## config.mk

```make
export PLATFORM = sky130hd
export DESIGN_NAME = i2c_reg_xfer
export DESIGN_NICKNAME = d
export VERILOG_FILES = /design/src/rtl/i2c_reg_xfer.sv
export SDC_FILE = /design/constraint.sdc
export NUM_CORES = 1
export LEC_CHECK = 0
export BUFFER_PORTS_ARGS = -buffer_cell sky130_fd_sc_hd__clkbuf_2
export CAP_MARGIN = 15
export CELL_PAD_IN_SITES_DETAIL_PLACEMENT = 0
export CELL_PAD_IN_SITES_GLOBAL_PLACEMENT = 2
export CORE_ASPECT_RATIO = 1.25
export CORE_MARGIN = 5
export CORE_UTILIZATION = 29
export DETAILED_ROUTE_END_ITERATION = 6
export PLACE_DENSITY = 0.86
export RECOVER_POWER = 100
export SLEW_MARGIN = 0
export SYNTH_ARGS = -nofsm -noshare
export SYNTH_HDL_FRONTEND = slang
export SYNTH_SLANG_ARGS = --single-unit
```

## constraint.sdc

```tcl
create_clock -name clk -period 1.7 [get_ports clk]
set_input_delay 0.085 -clock clk [delete_from_list [all_inputs] [get_ports clk]]
set_output_delay 0.085 -clock clk [all_outputs]
set_load 0.005 [all_outputs]
```

## src/rtl/i2c_reg_xfer.sv

```systemverilog
// i2c_reg_xfer: turns one register read/write request into the complete
// START / address / sub-address / RESTART / data / STOP command sequence
// for the byte-level I2C master, and reports a single done pulse plus an
// error code.
module i2c_reg_xfer #(
    parameter int LEN_W = 3,
    parameter int C_SZ  = 5,
    parameter int S_SZ  = 6
) (
    input  logic             clk,
    input  logic             rst,
    input  logic             req,
    input  logic             rnw,
    input  logic [6:0]       dev,
    input  logic [7:0]       reg_a,
    input  logic [LEN_W-1:0] len,
    input  logic [7:0]       wr_data,
    output logic             wr_take,
    output logic [7:0]       rd_data,
    output logic             rd_valid,
    output logic             busy,
    output logic             done,
    output logic [2:0]       err,
    output logic [C_SZ-1:0]  m_cmd,
    output logic [7:0]       m_dat,
    output logic             m_ws,
    input  logic [S_SZ-1:0]  m_stat,
    input  logic [7:0]       m_dat_out
);

    // Master command flags; combined by OR into one command word.
    localparam logic [C_SZ-1:0] C_STRT = C_SZ'(5'b00001);
    localparam logic [C_SZ-1:0] C_STOP = C_SZ'(5'b00010);
    localparam logic [C_SZ-1:0] C_READ = C_SZ'(5'b00100);
    localparam logic [C_SZ-1:0] C_WRTE = C_SZ'(5'b01000);
    localparam logic [C_SZ-1:0] C_NACK = C_SZ'(5'b10000);

    // Master status: three flag bits, then an error code field (0 = no error).
    localparam int SB_BSY = 0;
    localparam int SB_DON = 1;
    localparam int SB_ACK = 2;
    localparam int SF_LO  = 3;
    localparam int SF_W   = S_SZ - SF_LO;
    localparam logic [SF_W-1:0] S_OK  = '0;
    localparam logic [SF_W-1:0] S_ALO = SF_W'(1);
    localparam logic [SF_W-1:0] S_BBL = SF_W'(2);

    // Result codes reported on err.
    localparam logic [2:0] E_OK    = 3'd0;
    localparam logic [2:0] E_DNACK = 3'd1;
    localparam logic [2:0] E_RNACK = 3'd2;
    localparam logic [2:0] E_WNACK = 3'd3;
    localparam logic [2:0] E_ALO   = 3'd4;
    localparam logic [2:0] E_BBL   = 3'd5;
    localparam logic [2:0] E_CMD   = 3'd6;

    typedef enum logic [2:0] {
        ST_IDLE, ST_LOAD, ST_ISSUE, ST_WAIT, ST_EVAL, ST_FIN
    } state_e;

    typedef enum logic [2:0] {
        P_ADDR, P_REG, P_RADDR, P_DATA, P_STOP
    } phase_e;

    state_e           state_q, state_d;
    phase_e           phase_q, phase_d;
    logic             rnw_q, rnw_d;
    logic [6:0]       dev_q, dev_d;
    logic [7:0]       reg_q, reg_d;
    logic [LEN_W-1:0] cnt_q, cnt_d;
    logic             busy_q, busy_d;
    logic             done_q, done_d;
    logic [2:0]       err_q, err_d;
    logic [7:0]       rd_data_q, rd_data_d;
    logic             rd_valid_q, rd_valid_d;
    logic [C_SZ-1:0]  m_cmd_q, m_cmd_d;
    logic [7:0]       m_dat_q, m_dat_d;
    logic             m_ws_q, m_ws_d;

    logic [SF_W-1:0]  stat_code;
    logic             rd_byte;
    logic             last_wr;
    logic             fin;

    assign stat_code = m_stat[S_SZ-1:SF_LO];
    // Current phase is a data byte being read (the only non-write command).
    assign rd_byte   = (phase_q == P_DATA) && rnw_q;
    // Current phase is the final write byte, which carried STOP.
    assign last_wr   = (phase_q == P_DATA) && !rnw_q && (cnt_q == '0);

    // Next-state and next-output computation for the whole sequencer.
    always_comb begin
        // NOTE: every _d starts from its _q (or its pulse default) so no branch leaves one unassigned and no latch is inferred.
        state_d    = state_q;
        phase_d    = phase_q;
        rnw_d      = rnw_q;
        dev_d      = dev_q;
        reg_d      = reg_q;
        cnt_d      = cnt_q;
        busy_d     = busy_q;
        done_d     = 1'b0;
        err_d      = err_q;
        rd_data_d  = rd_data_q;
        rd_valid_d = 1'b0;
        m_cmd_d    = m_cmd_q;
        m_dat_d    = m_dat_q;
        m_ws_d     = m_ws_q;
        fin        = 1'b0;

        case (state_q)
            // FIN accepts a new request exactly like IDLE, so back-to-back
            // requests issued in the done cycle are not lost.
            ST_IDLE, ST_FIN: begin
                state_d = ST_IDLE;
                if (req) begin
                    rnw_d   = rnw;
                    dev_d   = dev;
                    reg_d   = reg_a;
                    cnt_d   = len;
                    err_d   = E_OK;
                    phase_d = P_ADDR;
                    busy_d  = 1'b1;
                    state_d = ST_LOAD;
                end
            end

            ST_LOAD: begin
                m_ws_d  = 1'b1;
                state_d = ST_ISSUE;
                case (phase_q)
                    P_ADDR: begin
                        m_cmd_d = C_STRT | C_WRTE;
                        m_dat_d = {dev_q, 1'b0};
                    end
                    P_REG: begin
                        m_cmd_d = C_WRTE;
                        m_dat_d = reg_q;
                    end
                    P_RADDR: begin
                        m_cmd_d = C_STRT | C_WRTE;
                        m_dat_d = {dev_q, 1'b1};
                    end
                    P_DATA: begin
                        if (rnw_q) begin
                            m_cmd_d = (cnt_q == '0) ? (C_READ | C_NACK | C_STOP) : C_READ;
                            m_dat_d = 8'hff;
                        end else begin
                            m_cmd_d = (cnt_q == '0) ? (C_WRTE | C_STOP) : C_WRTE;
                            m_dat_d = wr_data;
                        end
                    end
                    default: begin
                        m_cmd_d = C_STOP;
                        m_dat_d = 8'hff;
                    end
                endcase
            end

            // The master accepts the command on the edge where it is not busy.
            ST_ISSUE: begin
                if (!m_stat[SB_BSY]) begin
                    m_ws_d  = 1'b0;
                    state_d = ST_WAIT;
                end
            end

            ST_WAIT: begin
                if (!m_stat[SB_BSY] && m_stat[SB_DON]) begin
                    state_d = ST_EVAL;
                end
            end

            ST_EVAL: begin
                if (stat_code == S_ALO) begin
                    err_d = E_ALO;
                    fin   = 1'b1;
                end else if (stat_code == S_BBL) begin
                    err_d = E_BBL;
                    fin   = 1'b1;
                end else if (stat_code != S_OK) begin
                    err_d = E_CMD;
                    fin   = 1'b1;
                end else if (phase_q == P_STOP) begin
                    fin = 1'b1;
                end else if (!rd_byte && !m_stat[SB_ACK]) begin
                    case (phase_q)
                        P_ADDR, P_RADDR: err_d = E_DNACK;
                        P_REG:           err_d = E_RNACK;
                        default:         err_d = E_WNACK;
                    endcase
                    // A NACKed byte that already carried STOP needs no extra STOP.
                    if (last_wr) begin
                        fin = 1'b1;
                    end else begin
                        phase_d = P_STOP;
                        state_d = ST_LOAD;
                    end
                end else begin
                    if (rd_byte) begin
                        rd_data_d  = m_dat_out;
                        rd_valid_d = 1'b1;
                    end
                    case (phase_q)
                        P_ADDR: begin
                            phase_d = P_REG;
                            state_d = ST_LOAD;
                        end
                        P_REG: begin
                            phase_d = rnw_q ? P_RADDR : P_DATA;
                            state_d = ST_LOAD;
                        end
                        P_RADDR: begin
                            phase_d = P_DATA;
                            state_d = ST_LOAD;
                        end
                        default: begin
                            if (cnt_q != '0) begin
                                cnt_d   = cnt_q - LEN_W'(1);
                                state_d = ST_LOAD;
                            end else begin
                                fin = 1'b1;
                            end
                        end
                    endcase
                end
                if (fin) begin
                    state_d = ST_FIN;
                    busy_d  = 1'b0;
                    done_d  = 1'b1;
                end
            end

            default: state_d = ST_IDLE;
        endcase
    end

    // State and registered-output flops; reset aborts any transaction silently.
    always_ff @(posedge clk or posedge rst) begin
        if (rst) begin
            state_q    <= ST_IDLE;
            phase_q    <= P_ADDR;
            rnw_q      <= 1'b0;
            dev_q      <= '0;
            reg_q      <= '0;
            cnt_q      <= '0;
            busy_q     <= 1'b0;
            done_q     <= 1'b0;
            err_q      <= E_OK;
            rd_data_q  <= '0;
            rd_valid_q <= 1'b0;
            m_cmd_q    <= '0;
            m_dat_q    <= '0;
            m_ws_q     <= 1'b0;
        end else begin
            // NOTE: non-blocking so every flop samples the pre-edge value of the others.
            state_q    <= state_d;
            phase_q    <= phase_d;
            rnw_q      <= rnw_d;
            dev_q      <= dev_d;
            reg_q      <= reg_d;
            cnt_q      <= cnt_d;
            busy_q     <= busy_d;
            done_q     <= done_d;
            err_q      <= err_d;
            rd_data_q  <= rd_data_d;
            rd_valid_q <= rd_valid_d;
            m_cmd_q    <= m_cmd_d;
            m_dat_q    <= m_dat_d;
            m_ws_q     <= m_ws_d;
        end
    end

    // wr_take marks the cycle in which wr_data is captured into m_dat, so it
    // is decoded from the current state rather than delayed by a register.
    assign wr_take  = (state_q == ST_LOAD) && (phase_q == P_DATA) && !rnw_q;
    assign rd_data  = rd_data_q;
    assign rd_valid = rd_valid_q;
    assign busy     = busy_q;
    assign done     = done_q;
    assign err      = err_q;
    assign m_cmd    = m_cmd_q;
    assign m_dat    = m_dat_q;
    assign m_ws     = m_ws_q;

endmodule

```

Yosys cells after proc, flatten, opt, wreduce, memory -nomap -nowiden:

Cells that the tools add are included.

* register bits: 53
* bits in writable memories: 0
* latch bits: 0
* memory bits (read-only): 0
* output and inout bits: 29
* memories kept: 0

* $lt $le $gt $ge: 0
* bitwise gates (word level): 5
* reductions and logical operators: 29
* divide/modulo/power cells: 0
* add/subtract/negate cells: 1
* shifts and indexed selects: 0
* $mul: 0
* eq/ne operators: 32
* muxes and demuxes: 68

Operator list (count)
* $mux W3: 31
* $pmux W8 S4: 1
* $mux W1: 23
* $ne A2 B2 Y1 const B: 11
* $pmux W3 S2: 3
* $reduce_and A8 Y1: 2
* $eq A3 B2 Y1 const B: 5
* $ne A3 B3 Y1 const B: 5
* $ne A5 B5 Y1 const B: 3
* $pmux W3 S5: 1
* $pmux W5 S3: 1
* $mux W5: 2
* $eq A3 B1 Y1 const B: 3
* $eq A3 B3 Y1 const B: 3
* $logic_not A3 Y1: 3
* $pmux W3 S3: 1
* $reduce_and A9 Y1: 1
* $mux W8: 1
* $logic_and A1 B1 Y1: 7
* $reduce_and A7 Y1: 1
* $reduce_bool A3 Y1: 2
* $ne A5 B2 Y1 const B: 1
* $not A1 Y1: 5
* $logic_not A1 Y1: 4
* other kinds (11): 15

Logic depth before layout (Yosys ltp):

Gate-level depths: netlist of the first run.

* depth in word-level cells: 12
* mapped depth: 6

Worst setup path after synthesis of the first run:

Ideal clock, no wire load.

* path type: register to register
* from: register state_q[0]
* to: register err_q[0] (netlist: err[0])
* path slack: -33 ps
* path buffers: 2
* stages on the path, launching flop included: 7
* arrival: 1608 ps
* period minus slack after synthesis: 1733 ps
* required time: 1575 ps
* setup time: 125 ps
* cell sequence: dfrtp_1 buf_4 xnor2_1 and3b_1 buf_2 nor3_1 mux2_2

* longest elaborated chain between the ends: 4
* elaborated cells on any way between the ends: 10
* those cells by class: 5 x eq/ne; 1 x mux; 4 x reduce/logical

Ends and longest elaborated chain
* start: declaration: RTL line 65 `state_e state_q, state_d;`
* start signal: assignment: RTL line 256 `state_q <= state_d;`
* $eq A3 B3 Y1 or $logic_not A3 Y1 (tied branches): RTL line 110 `case (state_q)`
* $reduce_or A2 Y1: RTL line 110
* $ne A2 B2 Y1 (no line) or $reduce_bool A2 Y1 (tied branches)
* $reduce_and A4 Y1 (no line)
* end signal: assignment: RTL line 264 `err_q <= err_d;`
* end: declaration: RTL line 73 `logic [2:0] err_q, err_d;`

Several ways; a longest one is shown, not always the timed one.
A chain may end at the register's enable or synchronous reset.

Worst setup path in the final report of the first run:

* from: register state_q[2]
* to: register reg_q[3]

* longest elaborated chain between the ends: 3
* elaborated cells on any way between the ends: 4
* those cells by class: 1 x eq/ne; 3 x reduce/logical

Ends and longest elaborated chain
* $eq A3 B3 Y1 or $logic_not A3 Y1 (tied branches): RTL line 110
* $reduce_or A2 Y1 (*): RTL line 110
* $reduce_and A2 Y1 (no line) (*)
* end signal: assignment: RTL line 260 `reg_q <= reg_d;`
* end: declaration: RTL line 69 `logic [7:0] reg_q, reg_d;`

Every way passes the cells marked *; elsewhere a longest branch is shown, timed or not.

==> results of run 1 <==
cell usage in the layout (no fill, tap or decap), types with 6 or more instances in the layout:
master / instances
a21oi_1: 12
buf_4: 23
clkbuf_1: 13
clkbuf_2: 59
dfrtp_1: 52
dlygate4sd3_1: 18
inv_1: 8
mux2_2: 20
mux2_4: 8
nand2_1: 20
nor2_1: 16
nor2b_1: 7
o21ai_0: 13
o22a_1: 6
worst paths after layout:
check / start / to / slack, ns / depth (start not counted)
setup / recovery: state_q[2] / reg_q[3] / -0.005 / 5
min in group asynchronous: rst / dev_q[4] / 0.41 / 3
hold / removal: m_dat_out[6] / rd_data[6] / 0.005 / 2
max in group asynchronous: rst / phase_q[1] / 0.24 / 4
setup reg to reg: state_q[2] / reg_q[3] / -0.005 / 5
hold reg to reg: m_cmd[1] / m_cmd[1] / 0.48 / 2
worst reg2reg max path: stages, from the launching register on:
cell,delay [ns]
dfrtp_1,0.40
buf_4,0.15
xnor2_2,0.17
and3b_2,0.35
clkbuf_16,0.21
mux2_2,0.33
power by group through the flow:
stage          clock network, mW  logic (mW)  registers (mW)
6_report                   0.886        1.91            1.95
3_3_place_gp                   0        1.67            1.96
2_1_floorplan                  0        1.11            1.91
4_1_cts                    0.909        1.77            1.95
3_5_place_dp                   0        1.69            1.98
5_1_grt                    0.963        2.13            2.01
cell type report:
cell class	instances	area, sq um
Timing Repair Buffer	122	811
Inverter	8	30.0
Clock buffer	5	68.8
Sequential cell	53	1330
Clock inverter	3	43.8
Fill cell	848	4970
Tap cell	120	150
Multi-Input combinational cell	164	1300
sequential cells by signal, summed over array words and instances, names as in the netlist:
register	count
m_dat	8
rd_data	8
reg_q	8
dev_q	7
m_cmd	5
cnt_q	3
err	3
phase_q	3
state_q	3
busy	1
done	1
m_ws	1
rd_valid	1
rnw_q	1
metal layers:
metal  share of wire, %  vias to the layer above
met2                 51                       45
met4                1.3                        0
met1                 43                     1064
met5                  0                        -
met3                4.3                        5
li1                   -                     1083
logic make-up (layout without fill, tap and decap cells):
| family | count (synthesis) | count (layout) | share of synthesized area [%] |
|---|---|---|---|
| adders and majority gates | 2 | 2 | 0.963 |
| DFF | 53 | 53 | 51.0 |
| xor gates and xnor gates | 1 | 1 | 0.337 |
| and+or+nand+nor | 71 | 71 | 14.3 |
| muxes | 30 | 30 | 12.9 |
| AOI/OAI and AO/OA | 60 | 60 | 16.5 |
| buffers and inverters | 23 | 138 | 3.90 |
stage by stage:
step	cell area, sq um	total power [mW]
4_1_cts	3560	4.63
6_report	3730	4.74
2_1_floorplan	2610	3.02
3_3_place_gp	3250	3.63
5_1_grt	3730	5.11
3_5_place_dp	3250	3.67
what timing repair did:
action	4_1_cts	5_1_grt
gates resized for setup	5	32
endpoints found under the setup margin	2	33
setup buffers	4	3
hold buffers	16	2
pin swaps	2	7
endpoints found under the hold margin	34	2
cloned	0	2
==> metrics.cfg, run 1 <==
[floorplan]
dieHeight_um=116
rows=38
io_pins=73
core-area_sq_mm=0.00870
start_util_pct=29.9
die_w_um=94.7
dieArea_sq_mm=0.0110

[critical_path]
crit_type=flop to flop
cp-start-kind=flop
cp.required_ns=1.90
path_cells=buf_4, xnor2_2, and3b_2, clkbuf_16, mux2_2
endpoint_kind=flop
worstPathArrival_ns=1.91
worst-path-buf-inv=2
max_stage_delay_ns=0.40
cp_max_fo=8
crit_family=flip-flops
cpMaxStageDelayCell=dfrtp_1

[logic_synthesis]
synth_edf_count=0
ys_seq_area_share_pct=51.0
synth_most_common_cell=dfrtp_1
yosysTopAreaCellShare_pct=51.0
synth_top_area_cell=dfrtp_1
synth_cells=240
syn_area_per_cell_sq_um=10.8
yosys_warnings=0
synthArstFlopShare_pct=100
yosys-top-cells-area=dfrtp_1 (51%), mux2_2 (12%), nand2_1 (3.0%)
synth_cell_types=45
synth_area_sq_mm=0.00260
ys_ff_latch=53
synth_top_cells_by_count=dfrtp_1 (53), mux2_2 (28), nand2_1 (21)
ys.flop_type=dfrtp_1
synth_nets=286

[cells_and_area]
drive_above_1_share_pct=42.3
diodes=0
final_cells=475
area_growth_pct=43.7
final_util_pct=42.9
fin_nets=400

[place]
gp_congestion=0.738
dp.cells=441
portBuffers=72
place_ws_ns=0.00478
hpwl_mm=5.02

[grt]
first_global_vias=2295
grt_max_degree=35
grt_use_met2_pct=22.1
grt_pass1_wl_mm=11.1
gr-total-overflow=0
grtUsageMet1_pct=16.5
grt-busiest-layer=met2
antenna_found_initial=0
grtUsageMet3_pct=2.66
grt_use_total_pct=13.1

[clocking]
cts_tree=built
root_buffer=clkbuf_8
cts_buffers=5
clk_pin_slew_ns=0.10
htree_levels=2
clock_latency_ns=0.31
cts_buffer_depth=2
cts_sinks=53

[pwr]
power.density_mw_per_mm2=1270
p_comb_share_pct=40.2
power_frac_clock_pct=18.7
p_leak_nw=1.78
switching_share_pct=32.3
switching_power_mw=1.53
peakVddDrop_mv=0.677
pwr-share-seq_pct=41.1
p_int_mw=3.21

[sta]
finalHoldViolCount=0
hold_ws_ns=0.00462
min_period_over_period_pct=100
setup_slack_ns=-0.00508
maxSlewHeadroom_pct=50.9
period_needed_ns=1.71
clock-skew-final_ns=0.0107
fmax_ghz=0.586
rsz0062_at_grt=true
setup_tns_ns=-0.00807
setup_viol=2
tightest_slew_ns=0.735
slew_viol_final=0

[detailed_routing]
drcViolationCount=0
via_per_inst=4.63
num_vias=2197
routedWlPerCell_um=14.7
final_antenna_net_count=0
detail_route.iter0.violations=89
finalWirelength_mm=6.97
dr.pass1.iters=4

[flow_run]
max_cap_viol_count=0

[status]
status=complete, but fails checks
violations=negative setup slack

[hold_path]
hp-class=input port to flop

Power figures use the tool's default switching activity.
==> run 2, diff against run 1 <==
--- a/config.mk
+++ b/config.mk
@@ -5,16 +5,18 @@
 export SDC_FILE = /design/constraint.sdc
 export NUM_CORES = 1
 export LEC_CHECK = 0
+export ABC_AREA = 1
 export BUFFER_PORTS_ARGS = -buffer_cell sky130_fd_sc_hd__clkbuf_2
 export CAP_MARGIN = 15
 export CELL_PAD_IN_SITES_DETAIL_PLACEMENT = 0
 export CELL_PAD_IN_SITES_GLOBAL_PLACEMENT = 2
 export CORE_ASPECT_RATIO = 1.25
 export CORE_MARGIN = 5
-export CORE_UTILIZATION = 29
+export CORE_UTILIZATION = 27
 export DETAILED_ROUTE_END_ITERATION = 6
-export PLACE_DENSITY = 0.86
+export PLACE_DENSITY = 0.87
 export RECOVER_POWER = 100
+export SKIP_LAST_GASP = 1
 export SLEW_MARGIN = 0
 export SYNTH_ARGS = -nofsm -noshare
 export SYNTH_HDL_FRONTEND = slang
==> metrics.cfg, run 2 <==
[clocking]
cts_sinks=53
cts_buffers=5
cts_buffer_depth=2
cts_tree=built
htree_levels=2
clk_pin_slew_ns=0.07
root_buffer=clkbuf_16
clock_latency_ns=0.29

[logic_synthesis]
synth_top_area_cell=dfrtp_1
syn_area_per_cell_sq_um=7.99
synthArstFlopShare_pct=100
ys_ff_latch=53
ys_seq_area_share_pct=49.4
synth_area_sq_mm=0.00269
synth_most_common_cell=nand2_1
yosys_warnings=0
synth_edf_count=0
yosys-top-cells-area=dfrtp_1 (49%), nand2_1 (15%), nand3_1 (7.1%)
synth_cell_types=26
synth_nets=382
ys.flop_type=dfrtp_1
synth_cells=336
yosysTopAreaCellShare_pct=49.4
synth_top_cells_by_count=nand2_1 (106), dfrtp_1 (53), nand3_1 (38)

[pwr]
pwr-share-seq_pct=41.4
p_leak_nw=1.78
switching_power_mw=1.83
p_total_mw=4.76
switching_share_pct=38.5
power.density_mw_per_mm2=1410
power_frac_clock_pct=21.3
p_comb_share_pct=37.3
p_int_mw=2.92
peakVddDrop_mv=0.509

[place]
hpwl_mm=5.31
gp_congestion=0.764
portBuffers=72
dpl-instance-area_sq_mm=0.00321
dp.cells=531

[detailed_routing]
num_vias=2356
detail_route.iter0.violations=123
routedWlPerCell_um=12.7
drcViolationCount=0
finalWirelength_mm=6.85
final_antenna_net_count=0
via_per_inst=4.35
dr.pass1.iters=4

[floorplan]
io_pins=73
start_util_pct=27.8
dieHeight_um=121
die_w_um=99.2
dieArea_sq_mm=0.0121
rows=40
core-area_sq_mm=0.00966

[sta]
min_period_over_period_pct=90.3
period_needed_ns=1.53
tightest_slew_ns=0.729
clock-skew-final_ns=0.00304
maxSlewHeadroom_pct=51.4
slew_viol_final=0
setup_viol=0
setup_tns_ns=0
fmax_ghz=0.652
rsz0062_at_grt=true
finalHoldViolCount=0

[cells_and_area]
layout_common_cells=nand2_1 (106), dfrtp_1 (53), clkbuf_2 (52)
design_area_sq_mm=0.00337
fin_nets=460
diodes=0
drive_above_1_share_pct=23.4
final_util_pct=34.9
final_cells=541
area_growth_pct=25.4
final_common_cell=nand2_1

[grt]
grtUsageMet3_pct=2.19
grt-busiest-layer=met2
grtUsageMet1_pct=15.4
first_global_vias=2391
gr-total-overflow=0
grt_pass1_wl_mm=11.5
grt_use_total_pct=11.8
grt_use_met2_pct=19.5
grt_max_degree=54
antenna_found_initial=0

[critical_path]
cp.required_ns=1.89
cp-start-kind=flop
endpoint_kind=flop
cp_max_fo=8
crit_type=flop to flop
worstPathArrival_ns=1.72
critPathLaunch=phase_q[0]
r2r-start=phase_q[0]

[hold_path]
hp-class=input port to flop
hold_start=m_dat_out[1]

[status]
status=completed

[flow_run]
max_cap_viol_count=0

-- run 2: repair_timing --
action,4_1_cts,5_1_grt
endpoints found under the hold margin,53,0
buffers inserted,0,1
gates resized for setup,0,5
setup endpoints to repair,0,16
hold buffers,1,0
-- run 2: through the flow --
stage	setup WS [ns]	hold WS (ns)
after floorplan	0.329	0.223
after global routing	-0.0213	0.0109
after global placement	0.0667	0.137
final	0.165	0.0125
after detailed placement	0.0748	0.144
after CTS	0.0273	0.00713
-- run 2: final timing paths --
kind	end	slack (ns)	cells after the start
hold reg to reg	dev_q[6]	0.47	2
max in group asynchronous	m_dat[1]	0.67	4
min in group asynchronous	rd_data[1]	0.56	4
hold / removal	rd_data[1]	0.01	3
setup reg to reg	m_dat[6]	0.17	7
setup / recovery	m_dat[6]	0.17	7
-- run 2: power groups by stage --
stage          clock network, mW  registers [mW]  logic [mW]
3_5_place_dp                   0            1.99        1.84
5_1_grt                     1.10            2.03        2.09
6_report                    1.01            1.97        1.77
4_1_cts                     1.05            1.97        1.85
3_3_place_gp                   0            1.98        1.83
2_1_floorplan                  0            1.95        1.20
-- run 2: cell type report --
class,count,area (sq um)
clock inverters,3,21.3
fillers,1061,6290
well taps,126,158
inverters,40,150
flip-flops and latches,53,1330
multi-input cells,232,1160
clock buffers,5,125
repair buffers,82,425
-- run 2: kinds of logic after synthesis --
group	count (synthesis)	synth area share, %
fa+ha+maj	2	0.932
simple gates	177	29.5
flops	53	49.4
xor+xnor	1	0.326
buf+inv	51	7.97
compound gates	52	11.9
-- run 2: worst max-delay path, cell delays in order (launching register included) --
cell	delay, ns
dfrtp_1	0.53
inv_2	0.13
nand3_1	0.22
nand2_4	0.12
a21oi_1	0.21
nand3_1	0.09
o21ai_0	0.08
inv_1	0.05
-- run 2: per-layer routing --
metal | up-vias | part of all wire (%) | wire length, um
met5 | - | 0 | 0
met4 | 0 | 1.6 | 111
met3 | 7 | 2.5 | 169
met2 | 35 | 50 | 3450
met1 | 1085 | 46 | 3120
li1 | 1229 | - | -
==> run 3, diff against run 2 <==
==> constraint.sdc (replaced) <==
create_clock -name clk -period 1.4 [get_ports clk]
set_input_delay 0.07 -clock clk [delete_from_list [all_inputs] [get_ports clk]]
set_output_delay 0.07 -clock clk [all_outputs]
set_load 0.005 [all_outputs]
==> metrics.cfg, run 3 (synthesis results as in run 2) <==
[cells_and_area]
layout_common_cells=nand2_1 (104), clkbuf_2 (52), dfrtp_1 (51)
area_growth_pct=39.4
fin_nets=497
drive_above_1_share_pct=30.3
diodes=0
final_common_cell=nand2_1
design_area_sq_mm=0.00374

[detailed_routing]
via_per_inst=4.36
detail_route.iter0.violations=98
num_vias=2520
finalWirelength_mm=7.31
final_antenna_net_count=0
routedWlPerCell_um=12.6
drcViolationCount=0
dr.pass1.iters=5

[grt]
grtUsageMet3_pct=2.36
grt_max_degree=26
grt_use_total_pct=12.5
grt-busiest-layer=met2
grt_use_met2_pct=20.8
antenna_found_initial=0
first_global_vias=2500
grtUsageMet1_pct=15.6
gr-total-overflow=0
grt_pass1_wl_mm=12.1

[clocking]
clk_pin_slew_ns=0.07
cts_tree=built
cts_sinks=53
cts_buffer_depth=2
htree_levels=2
root_buffer=clkbuf_16
clock_latency_ns=0.29
cts_buffers=5

[pwr]
peakVddDrop_mv=0.595
p_leak_nw=1.96
power.density_mw_per_mm2=1700

[sta]
maxSlewHeadroom_pct=49.6
setup_slack_ns=-0.0688
min_period_over_period_pct=105
rsz0062_at_grt=true
fmax_ghz=0.681
period_needed_ns=1.47
tightest_slew_ns=0.755
slew_viol_final=0
finalHoldViolCount=0
setup_viol=4
hold_ws_ns=0.00344
clock-skew-final_ns=0.00599

[floorplan]
rows=40
dieHeight_um=121
core-area_sq_mm=0.00966
start_util_pct=27.8
io_pins=73
dieArea_sq_mm=0.0121
die_w_um=99.2

[critical_path]
cp_max_fo=4
cp.required_ns=1.33
cp-start-kind=flop
crit_type=flop to primary output
worstPathArrival_ns=1.40
endpoint_kind=primary output

[status]
status=complete, but fails checks
violations=negative setup slack

[hold_path]
hp-class=input port to flop

[place]
dpl-instance-area_sq_mm=0.00335
gp_congestion=0.800
hpwl_mm=5.66
portBuffers=72

[flow_run]
max_cap_viol_count=0

run 3: power by group:
part | leakage (nW) | switching (mW) | total, mW | internal [mW]
clock | 0.0810 | 0.570 | 1.42 | 0.849
combinational | 1.20 | 1.45 | 2.51 | 1.07
sequential | 0.671 | 0.345 | 2.41 | 2.07
run 3: per-layer routing:
layer / vias to the layer above / share of wire (%) / wire (um)
met3: 9 / 3.1 / 228
met1: 1156 / 44 / 3250
met5: - / 0 / 0
met2: 51 / 50 / 3680
li1: 1304 / - / -
met4: 0 / 2.1 / 153
run 3: worst max-delay path: stages, from the launching register on:
cell and delay (ns):
dfrtp_1 0.40, inv_1 0.09, nand2_2 0.09, nor2_4 0.17, inv_2 0.06, nor3_2 0.16, buf_2 0.14
run 3: per-stage QoR:
stage               total power, mW  setup TNS, ns  util (%)  std cells  setup slack, ns
floorplan                      3.83              0         -        336           0.0438
global placement               4.72         -0.727      34.7        549          -0.0758
detailed placement             4.76         -0.986      34.7        549           -0.110
CTS                            6.30         -0.115      38.3        573          -0.0627
global route                   6.87          -1.84      38.8        578           -0.153
finish                         6.35        -0.0839      38.8        578          -0.0688
run 3: path summary, 6_finish.rpt:
check / to / depth (start not counted) / from / slack, ns
worst max-delay path: wr_take / 6 / state_q[1] / -0.07
worst min-delay path: dev_q[5] / 3 / dev[5] / 0.003
worst max register to register: cnt_q[0] / 9 / state_q[2] / -0.01
worst min register to register: dev_q[2] / 2 / dev_q[2] / 0.48
max in group asynchronous: state_q[0] / 4 / rst / 0.24
min in group asynchronous: rd_data[6] / 3 / rst / 0.43
run 3: layout make-up:
class | instances | area [sq um]
Inverter | 40 | 153
Tap cell | 126 | 158
Clock buffer | 6 | 129
Multi-Input combinational cell | 232 | 1200
Fill cell | 999 | 5920
Sequential cell | 53 | 1330
Timing Repair Buffer | 119 | 738
Clock inverter | 2 | 38.8
run 3: repair_timing:
action,CTS,global route
gates resized for setup,8,18
hold endpoints to repair,31,0
pin swaps,1,5
setup endpoints to repair,20,42
hold buffers,14,0
buffers inserted,2,7
